[src/rtl/pipe_ctrl_pkg.sv]
// Shared types and constants for the pipeline hazard sequencer.
//   ctrl_state_e : interrupt-entry sequencer states
//   pc_sel_e     : PC source select driven to the fetch stage
//   NOP_INSTR    : encoding loaded into a stage register on flush (addi x0,x0,0)
package pipe_ctrl_pkg;

  typedef enum logic [1:0] {
    ST_RUN   = 2'd0,
    ST_DRAIN = 2'd1,
    ST_TRAP  = 2'd2
  } ctrl_state_e;

  typedef enum logic [1:0] {
    PC_PLUS4 = 2'd0,
    PC_HOLD  = 2'd1,
    PC_REDIR = 2'd2
  } pc_sel_e;

  localparam logic [31:0] NOP_INSTR = 32'h0000_0013;

  // MRET returns to the MEPC CSR; any other taken control transfer goes to EX's target.
  function automatic logic [31:0] redir_target(input logic        mret,
                                               input logic [31:0] br_target,
                                               input logic [31:0] mepc_csr);
    return mret ? mepc_csr : br_target;
  endfunction

endpackage

[src/rtl/mem_wait_wdt.sv]
// SRAM wait watchdog.
//   i_clk, i_rst : clock, asynchronous active-high reset
//   i_stall      : MEM stage is waiting on SRAM this cycle
//   o_mem_err    : one-cycle pulse on the MEM_TIMEOUT-th+1 consecutive stall cycle
// The counter holds the number of earlier consecutive stall cycles. When the pulse
// fires it wraps to zero, so a stall that keeps going pulses again every
// MEM_TIMEOUT+1 cycles.
module mem_wait_wdt #(
  parameter int MEM_TIMEOUT = 255
) (
  input  logic i_clk,
  input  logic i_rst,
  input  logic i_stall,
  output logic o_mem_err
);

  localparam int WDT_W = (MEM_TIMEOUT < 1) ? 1 : $clog2(MEM_TIMEOUT + 1);
  localparam logic [WDT_W-1:0] WDT_MAX = WDT_W'(MEM_TIMEOUT);

  logic [WDT_W-1:0] wdt_q, wdt_d;

  always_comb begin
    wdt_d     = '0;
    o_mem_err = 1'b0;
    if (i_stall) begin
      if (wdt_q == WDT_MAX) begin
        o_mem_err = 1'b1;
      end else begin
        wdt_d = wdt_q + 1'b1;
      end
    end
  end

  always_ff @(posedge i_clk or posedge i_rst) begin
    if (i_rst) wdt_q <= '0;
    else       wdt_q <= wdt_d;
  end

endmodule

[src/rtl/pipe_hazard_ctrl.sv]
// Central hazard sequencer for the IF/ID, ID/EX, EX/MEM and MEM/WB registers.
// Inputs : hazard sources (i_ld_use, i_br_taken/i_br_target, i_mret/i_mepc_csr,
//          i_mem_req/i_mem_ack, i_irq/i_irq_en/i_mtvec) and i_id_pc.
// Outputs: per-stage load enables o_en_*, flushes o_flush_* (load NOP, vld=0),
//          o_pc_sel/o_pc_redir, MEPC capture (o_mepc_we/o_mepc), o_irq_ack,
//          o_mem_err, and o_dbg_state exposing the sequencer state.
// All outputs are combinational from registered state and current inputs.
// Per-cycle priority: mem stall > branch/MRET > IRQ entry > load-use.
module pipe_hazard_ctrl
  import pipe_ctrl_pkg::*;
#(
  parameter int DRAIN_CYCLES = 3,
  parameter int MEM_TIMEOUT  = 255
) (
  input  logic        i_clk,
  input  logic        i_rst,
  input  logic        i_ld_use,
  input  logic        i_br_taken,
  input  logic [31:0] i_br_target,
  input  logic        i_mret,
  input  logic [31:0] i_mepc_csr,
  input  logic        i_mem_req,
  input  logic        i_mem_ack,
  input  logic        i_irq,
  input  logic        i_irq_en,
  input  logic [31:0] i_mtvec,
  input  logic [31:0] i_id_pc,
  output logic        o_en_ifid,
  output logic        o_en_idex,
  output logic        o_en_exmem,
  output logic        o_en_memwb,
  output logic        o_flush_ifid,
  output logic        o_flush_idex,
  output logic        o_flush_exmem,
  output pc_sel_e     o_pc_sel,
  output logic [31:0] o_pc_redir,
  output logic        o_mepc_we,
  output logic [31:0] o_mepc,
  output logic        o_irq_ack,
  output logic        o_mem_err,
  output ctrl_state_e o_dbg_state
);

  localparam int DRAIN_W = (DRAIN_CYCLES < 2) ? 1 : $clog2(DRAIN_CYCLES + 1);
  localparam logic [DRAIN_W-1:0] DRAIN_INIT = DRAIN_W'(DRAIN_CYCLES);
  localparam logic [DRAIN_W-1:0] DRAIN_LAST = DRAIN_W'(1);

  ctrl_state_e        state_q, state_d;
  logic [DRAIN_W-1:0] drain_cnt_q, drain_cnt_d;
  logic [31:0]        mepc_q, mepc_d;
  // Set on trap entry, cleared once i_irq_en is seen low: a still-pending level
  // IRQ cannot re-enter until software re-enables interrupts.
  logic               irq_lock_q, irq_lock_d;

  logic        stall;
  logic        redir_req;
  logic [31:0] redir_pc;
  logic        irq_take;
  logic        wdt_err;

  assign stall     = i_mem_req & ~i_mem_ack;
  assign redir_req = i_br_taken | i_mret;
  assign redir_pc  = redir_target(i_mret, i_br_target, i_mepc_csr);
  assign irq_take  = i_irq & i_irq_en & ~irq_lock_q;

  mem_wait_wdt #(
    .MEM_TIMEOUT(MEM_TIMEOUT)
  ) u_wdt (
    .i_clk    (i_clk),
    .i_rst    (i_rst),
    .i_stall  (stall),
    .o_mem_err(wdt_err)
  );

  always_comb begin
    state_d       = state_q;
    drain_cnt_d   = drain_cnt_q;
    mepc_d        = mepc_q;
    irq_lock_d    = i_irq_en ? irq_lock_q : 1'b0;
    o_en_ifid     = 1'b1;
    o_en_idex     = 1'b1;
    o_en_exmem    = 1'b1;
    o_en_memwb    = 1'b1;
    o_flush_ifid  = 1'b0;
    o_flush_idex  = 1'b0;
    o_flush_exmem = 1'b0;
    o_pc_sel      = PC_PLUS4;
    o_pc_redir    = 32'h0;
    o_mepc_we     = 1'b0;
    o_irq_ack     = 1'b0;

    unique case (state_q)
      ST_RUN: begin
        if (stall) begin
          {o_en_ifid, o_en_idex, o_en_exmem, o_en_memwb} = 4'b0000;
          o_pc_sel = PC_HOLD;
        end else if (redir_req) begin
          o_flush_ifid = 1'b1;
          o_flush_idex = 1'b1;
          o_pc_sel     = PC_REDIR;
          o_pc_redir   = redir_pc;
        end else if (irq_take) begin
          // Squash ID; its PC is where execution resumes after the handler.
          o_flush_ifid = 1'b1;
          o_pc_sel     = PC_HOLD;
          mepc_d       = i_id_pc;
          drain_cnt_d  = DRAIN_INIT;
          state_d      = ST_DRAIN;
        end else if (i_ld_use) begin
          o_en_ifid    = 1'b0;
          o_flush_idex = 1'b1;
          o_pc_sel     = PC_HOLD;
        end
      end

      ST_DRAIN: begin
        // ID holds only squashed slots while draining, so load-use is moot here.
        if (stall) begin
          {o_en_ifid, o_en_idex, o_en_exmem, o_en_memwb} = 4'b0000;
          o_pc_sel = PC_HOLD;
        end else begin
          o_flush_ifid = 1'b1;
          o_pc_sel     = PC_HOLD;
          drain_cnt_d  = drain_cnt_q - 1'b1;
          // A redirect in EX retargets the return address instead of the PC.
          if (redir_req) begin
            mepc_d       = redir_pc;
            o_flush_idex = 1'b1;
          end
          if (drain_cnt_q == DRAIN_LAST) state_d = ST_TRAP;
        end
      end

      ST_TRAP: begin
        // Pipe is already empty: this cycle ignores stalls.
        o_flush_ifid = 1'b1;
        o_pc_sel     = PC_REDIR;
        o_pc_redir   = i_mtvec;
        o_mepc_we    = 1'b1;
        o_irq_ack    = 1'b1;
        irq_lock_d   = 1'b1;
        state_d      = ST_RUN;
      end

      default: state_d = ST_RUN;
    endcase

    if (i_rst) begin
      o_en_ifid     = 1'b1;
      o_en_idex     = 1'b1;
      o_en_exmem    = 1'b1;
      o_en_memwb    = 1'b1;
      o_flush_ifid  = 1'b1;
      o_flush_idex  = 1'b1;
      o_flush_exmem = 1'b1;
      o_pc_sel      = PC_HOLD;
      o_pc_redir    = 32'h0;
      o_mepc_we     = 1'b0;
      o_irq_ack     = 1'b0;
    end
  end

  always_ff @(posedge i_clk or posedge i_rst) begin
    if (i_rst) begin
      state_q     <= ST_RUN;
      drain_cnt_q <= '0;
      mepc_q      <= 32'h0;
      irq_lock_q  <= 1'b0;
    end else begin
      state_q     <= state_d;
      drain_cnt_q <= drain_cnt_d;
      mepc_q      <= mepc_d;
      irq_lock_q  <= irq_lock_d;
    end
  end

  assign o_mepc      = mepc_q;
  assign o_mem_err   = wdt_err & ~i_rst;
  assign o_dbg_state = state_q;

endmodule

[config.mk]
export PLATFORM = sky130hd
export DESIGN_NAME = pipe_hazard_ctrl
export DESIGN_NICKNAME = d
export VERILOG_FILES = /design/src/rtl/pipe_ctrl_pkg.sv /design/src/rtl/mem_wait_wdt.sv /design/src/rtl/pipe_hazard_ctrl.sv
export SDC_FILE = /design/constraint.sdc
export NUM_CORES = 1
export LEC_CHECK = 0
export CORE_MARGIN = 4
export CORE_UTILIZATION = 39
export CTS_CLUSTER_DIAMETER = 120
export DETAILED_ROUTE_END_ITERATION = 8
export PLACE_DENSITY = 0.86
export SETUP_SLACK_MARGIN = 0.2
export SLEW_MARGIN = 20
export SYNTH_ARGS = -nofsm -noshare
export SYNTH_HDL_FRONTEND = slang
export SYNTH_SLANG_ARGS = --single-unit
[constraint.sdc]
create_clock -name i_clk -period 4.1 [get_ports i_clk]
set_clock_uncertainty 0.2 [all_clocks]
set_input_delay 0.82 -clock i_clk [delete_from_list [all_inputs] [get_ports i_clk]]
set_output_delay 0.82 -clock i_clk [all_outputs]
set_load 0.01 [all_outputs]
; ---- Word-level counts from Yosys, hierarchy flattened
; Index checks and enable logic that the tools add are counted.
[totals]
reg_bits = 45
inputBits = 137
out_inout_bits = 78
elab_cells = 91
[classes]
add_sub_neg = 2
eq_ne = 11
mux = 59
bitwise = 8
n_reduce_logical = 6
[op_table]
columns = cell, n
row1 = two-way mux 32 bit, 9
row2 = case mux 32 bit (2 select lines), 2
row3 = two-way mux 1 bit, 28
row4 = two-way mux 2 bit, 12
row5 = two-way mux 8 bit, 2
row6 = != test 2 bit (second input constant), 6
row7 = AND reduction 5 bit, 2
row8 = adder 8 x 1 -> 8 bit (second input constant), 1
row9 = equality test 8 bit (second input constant), 1
row10 = case mux 2 bit (2 select lines), 2
row11 = case mux 2 bit (3 select lines), 1
row12 = AND reduction 6 bit, 1
row13 = AND 1 bit, 4
row14 = equality test 2 x 1 -> 1 bit (second input constant), 2
row15 = case mux 1 bit (2 select lines), 2
row16 = NOT 1 bit, 3
row17 = case mux 1 bit (3 select lines), 1
row18 = equality test 2 bit (second input constant), 1
row19 = logical NOT 2 bit, 1
row20 = != test 2 x 1 -> 1 bit (second input constant), 1
row21 = nonzero test 2 bit, 1
row22 = OR reduction 2 bit, 1
row23 = subtractor 2 x 1 -> 2 bit (second input constant), 1
row24 = OR 1 bit, 1

; ---- Longest topological paths before layout
[logic_depth]
ltp_word = 7
ltp_mapped = 7
ltp_nobuf = 5

; ---- By module
; Synthesis repeated with hierarchy kept, for this count alone.
[unflattened]
cells_unflattened = 349
area_unflattened_um2 = 3273.1
[modules_own_cells]
columns = mod, instances, cells_per_inst, area_per_inst_um2, seq_area_each_um2
row1 = pipe_hazard_ctrl, 1, 305, 2861.5, 925.9
row2 = mem_wait_wdt, 1, 44, 411.6, 200.2

; ---- Worst setup path after synthesis
; OpenSTA, ideal clock, no wires.
[synth_timing]
path_type = in2out
start = in i_rst
end = out o_en_idex
t_arrival_ps = 2420
required_ps = 3080
path_slack_ps = 660
stages = 3
n_path_buf = 1
cell_sequence = inv_1 nand3_1 buf_4
[synth_via]
elab_chain_cells = 1
[synth_lines]
columns = item, line
row1 = start: declaration, pipe_hazard_ctrl.sv:16  ; input logic i_rst,
row2 = two-way mux 1 bit, n/a
row3 = end: declaration, pipe_hazard_ctrl.sv:29  ; output logic o_en_idex,
; No other way between the ends.

; ---- Worst setup path after layout
[layout_timing]
start = in i_mem_ack
end = out o_pc_redir[19]
[layout_via]
elab_chain_cells = 5
[layout_lines]
columns = item, line
row1 = start: declaration, pipe_hazard_ctrl.sv:23  ; input logic i_mem_ack,
row2 = NOT 1 bit, pipe_hazard_ctrl.sv:61  ; assign stall = i_mem_req & ~i_mem_ack;
row3 = AND 1 bit, pipe_hazard_ctrl.sv:61
row4 = two-way mux 32 bit, pipe_hazard_ctrl.sv:94  ; if (stall) begin
row5 = case mux 32 bit (2 select lines), pipe_hazard_ctrl.sv:92  ; unique case (state_q)
row6 = two-way mux 32 bit, pipe_hazard_ctrl.sv:148  ; if (i_rst) begin
row7 = end: declaration, pipe_hazard_ctrl.sv:36  ; output logic [31:0] o_pc_redir,
; No other way between the ends.

==> out/qor_table.md <==
| Parameter | This run | Unit |
|---|---|---|
| Number of cells in the finished layout apart from fillers | 683 | - |
| Post-synthesis cell area | 0.003233 | sq mm |
| Result of the run | completed | - |
| Depth of the worst register-to-register path | 4 | - |
| Horiz. Die Dim | 99.05 | um |
| Total vias in the final route | 3793 | - |
| Gr usage total | 25.24 | % |
| Cells after synthesis | 385 | - |
| Total global routing overflow | 0 | - |
| Ys Warns | 0 | - |
| Worst slew margin relative to its limit | 60.41 | % |
| Total of cells resized after clock tree synthesis | 0 | - |
| Most frequent cells in the layout | 212 x sky130_fd_sc_hd__clkdlybuf4s50_1, 50 x sky130_fd_sc_hd__o21ai_0, 46 x sky130_fd_sc_hd__nor2_1 | - |
| CTS Hold Buffers Added | 0 | - |
| Leakage power total | 2.167 | nW |
| HPWL after detailed placement | 10.04 | mm |
| Startpoint of the worst-slack reg-to-reg timing path | o_dbg_state[0]$_DFFE_PP0P_ | - |
| Vias per Instance | 5.553 | - |
| Maximum number of pins on one net before global-route repair | 49 | - |
| MaxCap Viol Count | 0 | - |
| Final worst slack | 0.3295 | ns |
| Worst slack at placement | 0.2212 | ns |
| Largest fanout on the critical path | 17 | - |
| Fillers | 642 | - |
| Type of the most critical hold path | flop to flop | - |
| # placed instances | 675 | - |
| Critical path class | input port to output port | - |
| Number of global-route vias before repair | 3934 | - |
| Weighted congestion at the end of routability-driven global placement | 0.8429 | - |
| Cell Rows | 32 | - |
| Area fraction in and, or, nand and nor cells after synthesis | 18.77 | % |
| I/O pins | 215 | - |
| Number of max-slew violations in the final report | 0 | - |
| Most common cell after layout, fill and taps aside | sky130_fd_sc_hd__clkdlybuf4s50_1 | - |
| Antenna Nets Post-Route | 0 | - |
| Area fraction in compound gates after synthesis | 22.10 | % |
| Critical Path AT | 2.75 | ns |
| Multiplexer area fraction after synthesis | 15.17 | % |
| Router iterations before antenna repair | 4 | - |
| Syn_area_per_cell | 8.398 | sq um |
| Flop-to-flop setup slack | 1.94 | ns |
| Clk Tree Root Cell | sky130_fd_sc_hd__clkbuf_8 | - |
| Final hold vios | 0 | - |
| TritonCTS buffer count | 5 | - |
| Post-Synthesis Net Count | 524 | - |
| Min Clock Period, post-route | 3.770 | ns |
| Count of input and output buffers | 214 | - |
| Standard cell core area | 0.007888 | sq mm |
| Slew at the pin closest to its max-slew limit | 0.5932 | ns |
| Power Dens Cells | 460.8 | mW/mm^2 |
| Net count of the finished layout | 720 | - |
| Number of buffers inserted by post-CTS setup repair | 0 | - |
| TritonCTS clock tree | done | - |
| Die Footprint | 0.009811 | sq mm |
| #FFs+latches synth | 45 | - |
| Share of the clock period used by the worst path | 91.96 | % |
| Type of destination of the critical path | output port | - |
| # H-tree levels | 2 | - |
| Setup_tns | 0 | ns |
| Clock-pin slew reported for the worst setup and hold paths after clock tree synthesis | 0.09 | ns |
| Area Overhead vs Synth | 72.21 | % |
| Timing endpoint of the critical path | o_pc_redir[19] | - |
| Routed length per placed instance | 18.96 | um |
| Yosys cell types | 42 | - |
| Wire length of the first global-routing pass | 19.92 | mm |
| Chip Height | 99.05 | um |
| Dominant combinational cell family by area after synthesis | compound AO/OA/AOI/OAI gates | - |
| Required time of the critical path | 3.08 | ns |
| Worst skew pair latency | 0.30 | ns |
| Category of the worst setup path launch point | input port | - |
| Maximum frequency from static timing analysis | 265.2 | MHz |
| Wirelength, routed | 12.95 | mm |
| Sequential area share after synthesis | 34.83 | % |
| Share of post-route cells with drive strength above 1 | 8.434 | % |
| Capture point of the worst reg-to-reg path | o_mepc[12]$_DFFE_PP0P_ | - |
| Number of DRC markers after the initial detailed-route iteration | 142 | - |
| Antenna violations before repair | 0 | - |
| Maximum ir drop on the vdd rail | 244.6 | uV |
| Clk sink count | 45 | - |
| Total inserted antenna cells | 0 | - |
| Remaining DRCs | 0 | - |
| Initial cell density of the core | 40.99 | % |
| Buffer depth of the longest clock path | 2 | - |
| Adder-cell share of the synthesized area | 0.7740 | % |
| Unrepaired setup endpoints after global routing | no | - |
| Critical path launch point | i_mem_ack | - |
| Synthesized-area fraction occupied by xor and xnor cells | 1.084 | % |
| Final hold slack | 0.2894 | ns |
| Setup violation total in the final timing report | 0 | - |
## cells by family (layout without fill, tap and decap cells)
logic type	Yosys count	after routing
compound gates	130	130
buf+inv	43	239
flops	45	45
xor+xnor	4	4
simple gates	114	114
fa+ha+maj	2	2
mux	47	47
## layout make-up
type / count / area [sq um] / share of cell area, %
Clock buffer: 5 / 68.82 / 1.236
Timing Repair Buffer: 228 / 2295 / 41.21
Sequential cell: 45 / 1126 / 20.22
Clock inverter: 2 / 35.03 / 0.6292
Tap cell: 102 / 127.6 / 2.292
Multi-Input combinational cell: 297 / 1901 / 34.13
Inverter: 4 / 15.01 / 0.2697
## worst min path at each step
| stage | startpoint | slack [ns] | end | depth (start not counted) |
|---|---|---|---|---|
| final | irq_lock_q$_DFFE_PP0P_ | 0.29 | irq_lock_q$_DFFE_PP0P_ | 1 |
| after global routing | irq_lock_q$_DFFE_PP0P_ | 0.31 | irq_lock_q$_DFFE_PP0P_ | 1 |
| after CTS | irq_lock_q$_DFFE_PP0P_ | 0.29 | irq_lock_q$_DFFE_PP0P_ | 1 |
| after detailed placement | irq_lock_q$_DFFE_PP0P_ | 0.27 | irq_lock_q$_DFFE_PP0P_ | 1 |
| after global placement | irq_lock_q$_DFFE_PP0P_ | 0.25 | irq_lock_q$_DFFE_PP0P_ | 1 |
| after floorplan | irq_lock_q$_DFFE_PP0P_ | 0.24 | irq_lock_q$_DFFE_PP0P_ | 1 |
## routing by layer
metal	vias up	GRT usage [%]	share of wire, %
met2	147	45.09	52
li1	1766	-	-
met4	0	8.403	2.3
met5	-	0	0
met1	1849	28.57	38
met3	31	7.502	8.2
## state kept, by name, summed over array words and instances (netlist names)
signal	flops
drain_cnt_q	2
o_mepc	32
o_dbg_state	2
irq_lock_q	1
u_wdt.wdt_q	8
## critical path, cell delays in order
cell and delay [ns]:
sky130_fd_sc_hd__clkdlybuf4s50_1 0.52, sky130_fd_sc_hd__nor2b_4 0.09, sky130_fd_sc_hd__buf_4 0.21, sky130_fd_sc_hd__nor4b_1 0.39
sky130_fd_sc_hd__a21oi_1 0.07, sky130_fd_sc_hd__nor2_1 0.10, sky130_fd_sc_hd__clkdlybuf4s50_1 0.54
## per-stage QoR
| step | power, mW | util [%] | area [sq um] |
|---|---|---|---|
| global placement | 2.174 | 68.85 | 5430 |
| finish | 2.565 | 70.59 | 5568 |
| CTS | 2.558 | 70.16 | 5534 |
| global route | 2.728 | 70.59 | 5568 |
| detailed placement | 2.220 | 68.85 | 5430 |
| floorplan | 1.461 | - | 3233 |
## synthesized netlist by cell type
cell type                   n  area (sq um)
sky130_fd_sc_hd__nor2_2     2         12.51
sky130_fd_sc_hd__buf_4      7         52.55
sky130_fd_sc_hd__o22ai_1    1         6.260
sky130_fd_sc_hd__nor4_4     1         21.27
sky130_fd_sc_hd__o211ai_1   1         7.510
sky130_fd_sc_hd__clkbuf_1  12         45.04
sky130_fd_sc_hd__nand4_1    1         6.260
sky130_fd_sc_hd__o22a_1     1         8.760
sky130_fd_sc_hd__or3_1      2         12.51
sky130_fd_sc_hd__nand2_1   26         97.59
sky130_fd_sc_hd__a31oi_1    2         12.51
sky130_fd_sc_hd__nor2b_1    2         12.51
sky130_fd_sc_hd__and2_1     1         6.260
sky130_fd_sc_hd__nor2_1    46         172.7
sky130_fd_sc_hd__or2_1      1         6.260
sky130_fd_sc_hd__mux2_2    16         180.2
sky130_fd_sc_hd__o21ai_1   35         175.2
sky130_fd_sc_hd__buf_2     14         70.07
sky130_fd_sc_hd__ha_1       2         25.02
sky130_fd_sc_hd__and3_1     1         6.260
sky130_fd_sc_hd__a21oi_1   20         100.1
sky130_fd_sc_hd__o311ai_0   1         8.760
sky130_fd_sc_hd__buf_6      4         45.04
sky130_fd_sc_hd__xnor2_1    4         35.03
sky130_fd_sc_hd__a311oi_1   1         8.760
sky130_fd_sc_hd__nor4b_1   17         148.9
sky130_fd_sc_hd__dfrtp_1   45          1126
sky130_fd_sc_hd__nor2_8     1         20.02
sky130_fd_sc_hd__o21ai_0   50         250.2
sky130_fd_sc_hd__inv_2      1         3.750
sky130_fd_sc_hd__a22oi_1   16         120.1
sky130_fd_sc_hd__nand3_1    6         30.03
sky130_fd_sc_hd__mux2i_1   31         310.3
sky130_fd_sc_hd__or2_4      1         8.760
sky130_fd_sc_hd__a21o_1     1         7.510
sky130_fd_sc_hd__nor4_1     1         6.260
sky130_fd_sc_hd__nand2b_1   2         12.51
sky130_fd_sc_hd__a211o_1    1         8.760
sky130_fd_sc_hd__and3b_1    1         8.760
sky130_fd_sc_hd__nand4b_1   2         17.52
sky130_fd_sc_hd__buf_1      2         7.510
sky130_fd_sc_hd__inv_1      3         11.26
## power by group
group          total, mW  switching [mW]  internal [mW]  leakage (nW)
clock              0.333           0.155          0.177        0.0540
sequential         0.716           0.107          0.609         0.574
combinational       1.52           0.736          0.781          1.54
total               2.57           0.998           1.57          2.17
Power figures use the tool's default switching activity.
